--- src/rtl/bcd_scan_scheduler_pkg.sv ---
// bcd_scan_scheduler_pkg: shared FSM encoding, range limit and digit-pair helper
package bcd_scan_scheduler_pkg;
  typedef enum logic [1:0] {IDLE, CONV_HI, CONV_LO, COMMIT} state_t;
  localparam logic [5:0] MAX_BCD_VAL = 6'd59;
  localparam logic [3:0] BLANK_CODE_DEF = 4'hF;
  function automatic logic [7:0] pair_code(input logic [5:0] v, input logic [3:0] tens, input logic [3:0] units, input logic [3:0] blank);
    return (v > MAX_BCD_VAL) ? {blank, blank} : {tens, units};
  endfunction
endpackage

--- src/rtl/bcd_scan_scheduler_scan_timer.sv ---
// bcd_scan_scheduler_scan_timer: digit-slot timebase and frame boundary generator
module bcd_scan_scheduler_scan_timer #(
  parameter int SCAN_DIV = 50000
) (
  input  logic       clk,
  input  logic       reset,
  output logic [1:0] idx,
  output logic       slot_adv,
  output logic       frame_start
);
  localparam logic [19:0] LAST = 20'(SCAN_DIV - 1);
  logic [19:0] tick_cnt;
  // a slot ends on the last tick; a frame ends when the leftmost slot ends
  always_comb begin
    slot_adv = tick_cnt == LAST;
    frame_start = slot_adv && idx == 2'd3;
  end
  // tick counter wraps every slot, slot index wraps every frame
  always_ff @(posedge clk) begin
    tick_cnt <= (reset || slot_adv) ? '0 : tick_cnt + 20'd1;
    idx <= reset ? '0 : idx + {1'b0, slot_adv};
  end
endmodule

--- src/rtl/bcd_scan_scheduler.sv ---
// bcd_scan_scheduler: two-pass BCD conversion per frame and 4-digit multiplexed scan
module bcd_scan_scheduler
  import bcd_scan_scheduler_pkg::*;
#(
  parameter int SCAN_DIV = 50000,
  parameter logic [3:0] BLANK_CODE = BLANK_CODE_DEF
) (
  input  logic       clk,
  input  logic       reset,
  input  logic [5:0] hi_val,
  input  logic [5:0] lo_val,
  input  logic [1:0] blink_mask,
  input  logic       blink_tick,
  output logic [5:0] conv_bin,
  input  logic [3:0] conv_bcd1,
  input  logic [3:0] conv_bcd0,
  output logic [3:0] an,
  output logic [3:0] digit,
  output logic       frame_done
);
  state_t state, next_state;
  logic [1:0] idx;
  logic slot_adv, frame_start, pending, capture, blink_phase, blank;
  logic [5:0] snap_hi, snap_lo;
  logic [3:0][3:0] sh, d;
  bcd_scan_scheduler_scan_timer #(.SCAN_DIV(SCAN_DIV)) u_timer (
    .clk(clk),
    .reset(reset),
    .idx(idx),
    .slot_adv(slot_adv),
    .frame_start(frame_start)
  );
  // state register
  always_ff @(posedge clk) begin
    state <= reset ? IDLE : next_state;
  end
  // a capture starts the fixed three-step pass sequence back to IDLE
  always_comb begin
    capture = state == IDLE && (frame_start || pending);
    next_state = (state == IDLE) ? (capture ? CONV_HI : IDLE) :
                 (state == CONV_HI) ? CONV_LO :
                 (state == CONV_LO) ? COMMIT : IDLE;
  end
  // converter operand comes from the snapshot matching the active pass
  always_comb begin
    conv_bin = (state == CONV_HI) ? snap_hi : (state == CONV_LO) ? snap_lo : '0;
  end
  // snapshot, shadow and committed digits; pending remembers a missed frame start
  always_ff @(posedge clk) begin
    if (reset) begin
      pending <= 1'b1;
      snap_hi <= '0;
      snap_lo <= '0;
      sh <= '0;
      d <= '0;
      frame_done <= 1'b0;
    end else begin
      pending <= capture ? 1'b0 : (pending | frame_start);
      if (capture) begin
        snap_hi <= hi_val;
        snap_lo <= lo_val;
      end
      if (state == CONV_HI) sh[3:2] <= pair_code(snap_hi, conv_bcd1, conv_bcd0, BLANK_CODE);
      if (state == CONV_LO) sh[1:0] <= pair_code(snap_lo, conv_bcd1, conv_bcd0, BLANK_CODE);
      if (state == COMMIT) d <= sh;
      frame_done <= state == COMMIT;
    end
  end
  // blanking applies to the pair that owns the current slot during the dark blink phase
  always_comb begin
    blank = blink_phase && (idx[1] ? blink_mask[1] : blink_mask[0]);
  end
  // registered scan drive, one cycle behind the slot index
  always_ff @(posedge clk) begin
    blink_phase <= reset ? 1'b0 : blink_phase ^ blink_tick;
    an <= (reset || blank) ? 4'b1111 : ~(4'b0001 << idx);
    digit <= reset ? 4'd0 : blank ? BLANK_CODE : d[idx];
  end
endmodule

--- config.mk ---
export PLATFORM = sky130hd
export DESIGN_NAME = bcd_scan_scheduler
export DESIGN_NICKNAME = d
export VERILOG_FILES = /design/src/rtl/bcd_scan_scheduler_pkg.sv /design/src/rtl/bcd_scan_scheduler_scan_timer.sv /design/src/rtl/bcd_scan_scheduler.sv
export SDC_FILE = /design/constraint.sdc
export NUM_CORES = 1
export LEC_CHECK = 0
export BUFFER_PORTS_ARGS = -buffer_cell sky130_fd_sc_hd__buf_4
export CAP_MARGIN = 20
export CORE_MARGIN = 1.5
export CORE_UTILIZATION = 62
export CTS_CLUSTER_DIAMETER = 100
export DETAILED_ROUTE_END_ITERATION = 6
export HOLD_SLACK_MARGIN = 0.12
export PLACE_DENSITY = 0.84
export SLEW_MARGIN = 20
export SYNTH_ARGS = -nofsm -noshare
export SYNTH_HDL_FRONTEND = slang
export SYNTH_SLANG_ARGS = --single-unit
--- constraint.sdc ---
create_clock -name clk -period 3.6 [get_ports clk]
set_input_delay 0.18 -clock clk [delete_from_list [all_inputs] [get_ports clk]]
set_output_delay 0.18 -clock clk [all_outputs]
set_load 0.01 [all_outputs]
==> results of run 1 <==
-- stage by stage --
step	instance area (µm²)	setup slack (ns)	cells
2_1_floorplan	3350	1.81	356
3_3_place_gp	3640	1.55	446
3_5_place_dp	3640	1.53	446
4_1_cts	3940	1.50	470
5_1_grt	3940	1.33	470
6_report	3940	1.49	470
-- worst max path at each step --
stage | slack, ns | startpoint | to
finish | 1.49 | state[0] | snap_lo[0]
global route | 1.33 | state[1] | conv_bin[0]
global placement | 1.55 | u_timer.tick_cnt[5] | u_timer.tick_cnt[15]
detailed placement | 1.53 | u_timer.tick_cnt[5] | u_timer.tick_cnt[15]
CTS | 1.50 | state[0] | snap_lo[2]
floorplan | 1.81 | u_timer.tick_cnt[0] | u_timer.tick_cnt[18]
-- area by class of cell --
cell class,instances,area [µm²]
Multi-Input combinational cell,252,1660
Sequential cell,79,1580
Fill cell,350,1230
Timing Repair Buffer,50,403
Clock buffer,12,155
Tap cell,70,87.6
Clock inverter,1,30.0
Inverter,6,22.5
-- registers in the layout (all words and copies together), names as in the netlist, 4 cells and up --
| name | cells |
|---|---|
| u_timer.tick_cnt | 20 |
| sh | 16 |
| digit | 4 |
| an | 4 |
| snap_lo | 6 |
| d | 16 |
| snap_hi | 6 |
-- placed cells by master (no fill, tap or decap), types with 5 or more instances in the layout --
cell / instances
nand3_1: 6
or4_1: 5
nand2b_1: 25
mux2i_1: 29
dfxtp_1: 79
buf_4: 39
nor3_1: 20
nand2_1: 15
clkbuf_8: 11
nand4_1: 6
xor2_1: 5
dlygate4sd3_1: 11
inv_1: 6
xnor2_1: 10
ha_1: 7
nor2_1: 76
-- kinds of logic after synthesis --
| family | Yosys count | synth area share (%) |
|---|---|---|
| AOI/OAI and AO/OA | 21 | 4.45 |
| muxes | 33 | 11.4 |
| buffers and inverters | 25 | 3.25 |
| DFF | 79 | 47.2 |
| adders and majority gates | 7 | 2.62 |
| and+or+nand+nor | 176 | 27.2 |
| xor gates and xnor gates | 15 | 3.92 |
-- worst max-delay path: stages (launching register included) --
cell and delay (ns):
dfxtp_1 0.37, inv_1 0.10, ha_1 0.27, and3_1 0.21, a31oi_2 0.80, mux2i_1 0.28
-- power by group through the flow --
stage          Clock, W  Combinational (W)  Sequential [W]
3_5_place_dp          0           0.000183        0.000967
3_3_place_gp          0           0.000178        0.000966
4_1_cts        0.000633           0.000193        0.000948
6_report       0.000630           0.000192        0.000949
5_1_grt        0.000674           0.000216        0.000953
2_1_floorplan         0           0.000130        0.000962
-- routing by layer --
layer	vias up	GRT usage, %	routed length [µm]
met2	65	37.9	2870
met3	10	5.87	281
met1	1173	26.8	2850
met5	-	0	0
met4	0	10.2	103
li1	1287	-	-
-- synthesized netlist by cell type (all sizes together), types with 2 or more instances --
library cell | number | area share (%)
and2 | 2 | 0.41
nor3 | 21 | 3.5
o31ai | 4 | 0.90
nor4 | 4 | 1.2
ha | 7 | 2.6
nand2 | 15 | 1.7
xor2 | 5 | 1.3
dfxtp | 79 | 47
and3 | 2 | 0.37
mux4 | 4 | 2.7
or4 | 5 | 1.1
a21oi | 4 | 0.60
buf | 6 | 1.1
clkbuf | 13 | 1.5
xnor2 | 10 | 2.6
nor2 | 76 | 8.5
nand4 | 7 | 1.5
nor2b | 4 | 0.75
nand2b | 25 | 4.7
or4b | 2 | 0.71
mux2i | 29 | 8.7
inv | 6 | 0.67
a22o | 2 | 0.52
o21ai | 4 | 0.60
or3 | 2 | 0.67
nand3 | 7 | 1.2
==> results.sh, run 1 <==
export IMPL_p_leak_nw=1.52
export IMPL_utilization_pct=76.1
export IMPL_hold_end="blink_phase"
export IMPL_rrSetupSlack_ns=1.49
export IMPL_synth_cell_types=45
export IMPL_post_cts_buffers=0
export IMPL_coreArea_mm2=0.00517
export IMPL_port_buffers=39
export IMPL_timing_slew_headroom_pct=34.1
export IMPL_power_switching_w=0.000413
export IMPL_cts_resized=0
export IMPL_syn_num_nets=388
export IMPL_hold_depth=3
export IMPL_rr_startpoint="state[0]"
export IMPL_die_y_um=76.5
export IMPL_grt_pass1_vias=2468
export IMPL_tightest_slew_ns=0.985
export IMPL_drt_initial_drc_count=126
export IMPL_vias=2535
export IMPL_dominantRegCellSynth="dfxtp_1"
export IMPL_power_total_w=0.00177
export IMPL_grt_antenna_before_repair=0
export IMPL_r2r_end="snap_lo[0]"
export IMPL_gp_congestion=0.822
export IMPL_clk_latency_ns=0.34
export IMPL_async_reset_ff_share_pct=0
export IMPL_layout_nets=430
export IMPL_synth_seq_cells=79
export IMPL_setup_viol=0
export IMPL_synth_warnings=0
export IMPL_dieArea_mm2=0.00585
export IMPL_fin_tns_setup_ns=0
export IMPL_n_antenna_cell=0
export IMPL_synthCells=356
export IMPL_clock_skew_ns=0.0103
export IMPL_worstPathArrival_ns=2.37
export IMPL_path_class="flip-flop to flip-flop"
export IMPL_h_tree_depth=3
export IMPL_fmax_mhz=475
export IMPL_hold_violations=0
export IMPL_crit_required_ns=3.86
export IMPL_grt_ovfl_total=0
export IMPL_root_buffer="clkbuf_8"
export IMPL_vias_per_cell=5.39
export IMPL_synth_avg_cell_area_um2=9.41
export IMPL_drt_first_pass_iters=4
export IMPL_rsz0062_at_grt="false"
export IMPL_power_frac_seq_pct=53.6
export IMPL_route_detailed_drc=0
export IMPL_pwr_share_clk_pct=35.6
export IMPL_powerDensity_mw_per_mm2=450
export IMPL_grt_usage_pct=22.5
export IMPL_syn_to_final_growth_pct=17.6
export IMPL_hp_class="input pin to flip-flop"
export IMPL_crit_fanout=12
export IMPL_cts_sinks=79
export IMPL_combPwrFrac_pct=10.9
export IMPL_internal_power_w=0.00136
export IMPL_cts_max_path_buffers=2
export IMPL_min_from="blink_tick"
export IMPL_grt_max_degree=72
export IMPL_dpl_hpwl_mm=3.95
export IMPL_ys_seq_area_share_pct=47.2
export IMPL_ir_worst_vdd_mv=0.331
export IMPL_synth_area_mm2=0.00335
export IMPL_reg2reg_depth=5
export IMPL_cap_violations=0
export IMPL_hold_ws_ns=0.119
export IMPL_boundaryPins=40
export IMPL_wl_per_cell_um=13.0
export IMPL_grt_pass1_wl_mm=10.6
export IMPL_start_kind="flip-flop"
export IMPL_post_route_period_util_pct=58.5
export IMPL_die_w_um=76.5
export IMPL_start_util_pct=64.7
export IMPL_cts_made_buffers=9
export IMPL_clk_pin_slew_ns=0.07
export IMPL_cts_tree="yes"
export IMPL_drtAntennaViolNets=0
export IMPL_synth_edf_count=0
export IMPL_cts_hold_fix_buffers=11
export IMPL_fin_crit_ns=2.11
export IMPL_drt_wl_total_mm=6.10
export IMPL_row_count=26
export IMPL_critPathCaptureType="flip-flop"
export IMPL_netSwitchingFraction_pct=23.3
export IMPL_layout_drive_gt1_share_pct=16.5
export IMPL_outcome="complete, no violations"
export IMPL_finalMaxSlewViolations=0
Power figures use the tool's default switching activity.
==> run 2, diff against run 1 <==
--- a/config.mk
+++ b/config.mk
@@ -5,14 +5,15 @@
 export SDC_FILE = /design/constraint.sdc
 export NUM_CORES = 1
 export LEC_CHECK = 0
+export ABC_AREA = 1
 export BUFFER_PORTS_ARGS = -buffer_cell sky130_fd_sc_hd__buf_4
 export CAP_MARGIN = 20
 export CORE_MARGIN = 1.5
-export CORE_UTILIZATION = 62
+export CORE_UTILIZATION = 57
 export CTS_CLUSTER_DIAMETER = 100
 export DETAILED_ROUTE_END_ITERATION = 6
 export HOLD_SLACK_MARGIN = 0.12
-export PLACE_DENSITY = 0.84
+export PLACE_DENSITY = 0.78
 export SLEW_MARGIN = 20
 export SYNTH_ARGS = -nofsm -noshare
 export SYNTH_HDL_FRONTEND = slang
==> constraint.sdc (replaced) <==
create_clock -name clk -period 2.1 [get_ports clk]
set_input_delay 0.105 -clock clk [delete_from_list [all_inputs] [get_ports clk]]
set_output_delay 0.105 -clock clk [all_outputs]
set_load 0.01 [all_outputs]
==> run 2 against run 1 <==
Net effect:
- setup slack worse by 1.1 ns
- worst hold slack improved by 0.16 ns
- register-to-register slack worse by 1.0 ns
- clock power grew 100%
- area after synthesis rose by 2.1%
- non-clock buffer count is 17 higher
- die area up 11%
==> results.sh, run 2 <==
export IMPL_coreArea_mm2=0.00585
export IMPL_wl_per_cell_um=11.8
export IMPL_vias=3049
export IMPL_worstPathArrival_ns=1.58
export IMPL_synth_cell_types=32
export IMPL_grt_antenna_before_repair=0
export IMPL_crit_required_ns=2.00
export IMPL_hold_violations=0
export IMPL_cts_hold_fix_buffers=22
export IMPL_tightest_slew_ns=0.558
export IMPL_vias_per_cell=5.12
export IMPL_grt_ovfl_total=0
export IMPL_boundaryPins=40
export IMPL_clock_skew_ns=0.00989
export IMPL_route_detailed_drc=0
export IMPL_critPathCaptureType="output pin"
export IMPL_dpl_hpwl_mm=4.65
export IMPL_p_leak_nw=1.91
export IMPL_rsz0062_at_grt="false"
export IMPL_setup_viol=0
export IMPL_synthTopCellsByArea="dfxtp_1 (46%), nand2_1 (8.3%), nor2_1 (7.9%)"
export IMPL_post_cts_buffers=0
export IMPL_cts_resized=0
export IMPL_hold_ws_ns=0.279
export IMPL_regMostFlops="u_timer.tick_cnt"
export IMPL_die_y_um=80.5
export IMPL_finalMaxSlewViolations=0
export IMPL_path_class="flip-flop to output pin"
export IMPL_syn_to_final_growth_pct=23.4
export IMPL_layout_common_cells="dfxtp_1 (79), nand2_1 (76), nor2_1 (72)"
export IMPL_grt_max_degree=37
export IMPL_drt_initial_drc_count=161
export IMPL_drt_wl_total_mm=7.04
export IMPL_gp_congestion=0.860
export IMPL_yosys_area_top_type="dfxtp_1"
export IMPL_fmax_mhz=593
export IMPL_n_antenna_cell=0
export IMPL_start_kind="flip-flop"
export IMPL_drtAntennaViolNets=0
export IMPL_synth_warnings=0
export IMPL_cts_sinks=79
export IMPL_ys_seq_area_share_pct=46.2
export IMPL_synth_edf_count=0
export IMPL_outcome="complete, no violations"
export IMPL_die_w_um=80.5
export IMPL_row_count=28
export IMPL_setup_slack_ns=0.414
export IMPL_timing_slew_headroom_pct=62.7
export IMPL_layout_drive_gt1_share_pct=14.8
export IMPL_h_tree_depth=3
export IMPL_largest_reg_flops=20
export IMPL_clk_latency_ns=0.36
export IMPL_clk_pin_slew_ns=0.08
export IMPL_synth_top_area_share_pct=46.2
export IMPL_synth_compound_area_share_pct=14.4
export IMPL_synth_top_family_by_area="simple AND/OR/NAND/NOR gates"
export IMPL_grt_usage_pct=23.9
export IMPL_port_buffers=39
export IMPL_reg_largest_list="u_timer.tick_cnt (20), d (16), sh (16)"
export IMPL_ys_top_cells_by_count="dfxtp_1 (79), nand2_1 (76), nor2_1 (72)"
export IMPL_grt_pass1_wl_mm=12.0
export IMPL_cts_max_path_buffers=2
export IMPL_fin_crit_ns=1.69
export IMPL_cts_made_buffers=9
export IMPL_dp_slack_ns=0.469
export IMPL_synth_avg_cell_area_um2=7.50
export IMPL_final_common_cell="dfxtp_1"
export IMPL_synthMuxAreaShare_pct=0
export IMPL_cap_violations=0
export IMPL_syn_num_nets=488
export IMPL_synthCells=456
export IMPL_dieArea_mm2=0.00647
export IMPL_root_buffer="clkbuf_8"
export IMPL_hp_class="input pin to flip-flop"
export IMPL_grt_pass1_vias=2726
export IMPL_synthSimpleGateAreaFrac_pct=26.4
export IMPL_async_reset_ff_share_pct=0
export IMPL_synth_area_mm2=0.00342
export IMPL_layout_nets=547
export IMPL_yosysMostFrequentCell="dfxtp_1"
export IMPL_start_util_pct=58.4
export IMPL_crit_fanout=8
export IMPL_powerDensity_mw_per_mm2=753
export IMPL_fin_tns_setup_ns=0
export IMPL_drt_first_pass_iters=5
export IMPL_cts_tree="yes"
export IMPL_post_route_period_util_pct=80.3
export IMPL_synth_seq_cells=79
export IMPL_ir_worst_vdd_mv=0.496
export IMPL_synthXorXnorAreaFrac_pct=2.05
export IMPL_dominantRegCellSynth="dfxtp_1"
export IMPL_synthAdderAreaFrac_pct=2.56
-- run 2: cell types whose count changed in the layout (fill, tap and decap cells not counted), sizes merged, moves of 19 or more --
cell,before,now
nand2b,25,0
o21ai,4,41
mux2i,29,0
nand3,7,26
nor3,21,0
a21oi,4,28
nand2,15,81
inv,6,55
-- run 2: logic make-up (layout without fill, tap and decap cells) --
logic type                 Yosys count  in the layout
DFF                                 79             79
adders and majority gates            7              7
AOI/OAI and AO/OA                   89             89
and+or+nand+nor                    202            202
xor gates and xnor gates             8              8
buffers and inverters               71            135
-- run 2: layer usage --
metal / share of wire (%) / global-route usage, %
met3: 6.2 / 7.05
met2: 46 / 36.8
met1: 47 / 32.1
met4: 1.2 / 7.76
met5: 0 / 0
-- run 2: final cells by class --
| cell class | count | area, µm² |
|---|---|---|
| clock buffers | 9 | 124 |
| multi-input cells | 306 | 1550 |
| well taps | 75 | 93.8 |
| repair buffers | 67 | 571 |
| clock inverters | 7 | 103 |
| fillers | 479 | 1630 |
| flip-flops and latches | 79 | 1580 |
| inverters | 52 | 195 |
-- run 2: critical path, stage by stage, from the launching register on --
cell	delay (ns)
dfxtp_1	0.38
inv_1	0.08
ha_1	0.28
inv_1	0.18
nand3_1	0.09
nand2_1	0.10
buf_4	0.13
-- run 2: power by group --
group | internal, W | switching [W]
combinational | 0.000140 | 0.000152
clock | 0.000684 | 0.000599
sequential | 0.00156 | 0.0000413
total | 0.00239 | 0.000792
-- run 2: final timing paths --
check,from,to,slack (ns),depth (start not counted)
hold reg to reg,d[7],d[7],0.46,2
setup reg to reg,u_timer.tick_cnt[0],snap_lo[3],0.47,8
hold / removal,blink_mask[1],digit[1],0.28,5
setup / recovery,state[1],conv_bin[3],0.41,6
-- run 2: per-stage QoR --
stage | utilization, % | instances | total power, W | cell area [µm²]
final | 72.1 | 595 | 0.00318 | 4220
after global placement | 64.5 | 557 | 0.00189 | 3770
after global routing | 72.1 | 595 | 0.00332 | 4220
after detailed placement | 64.5 | 557 | 0.00189 | 3770
after floorplan | - | 456 | 0.00180 | 3420
after CTS | 72.1 | 595 | 0.00320 | 4220
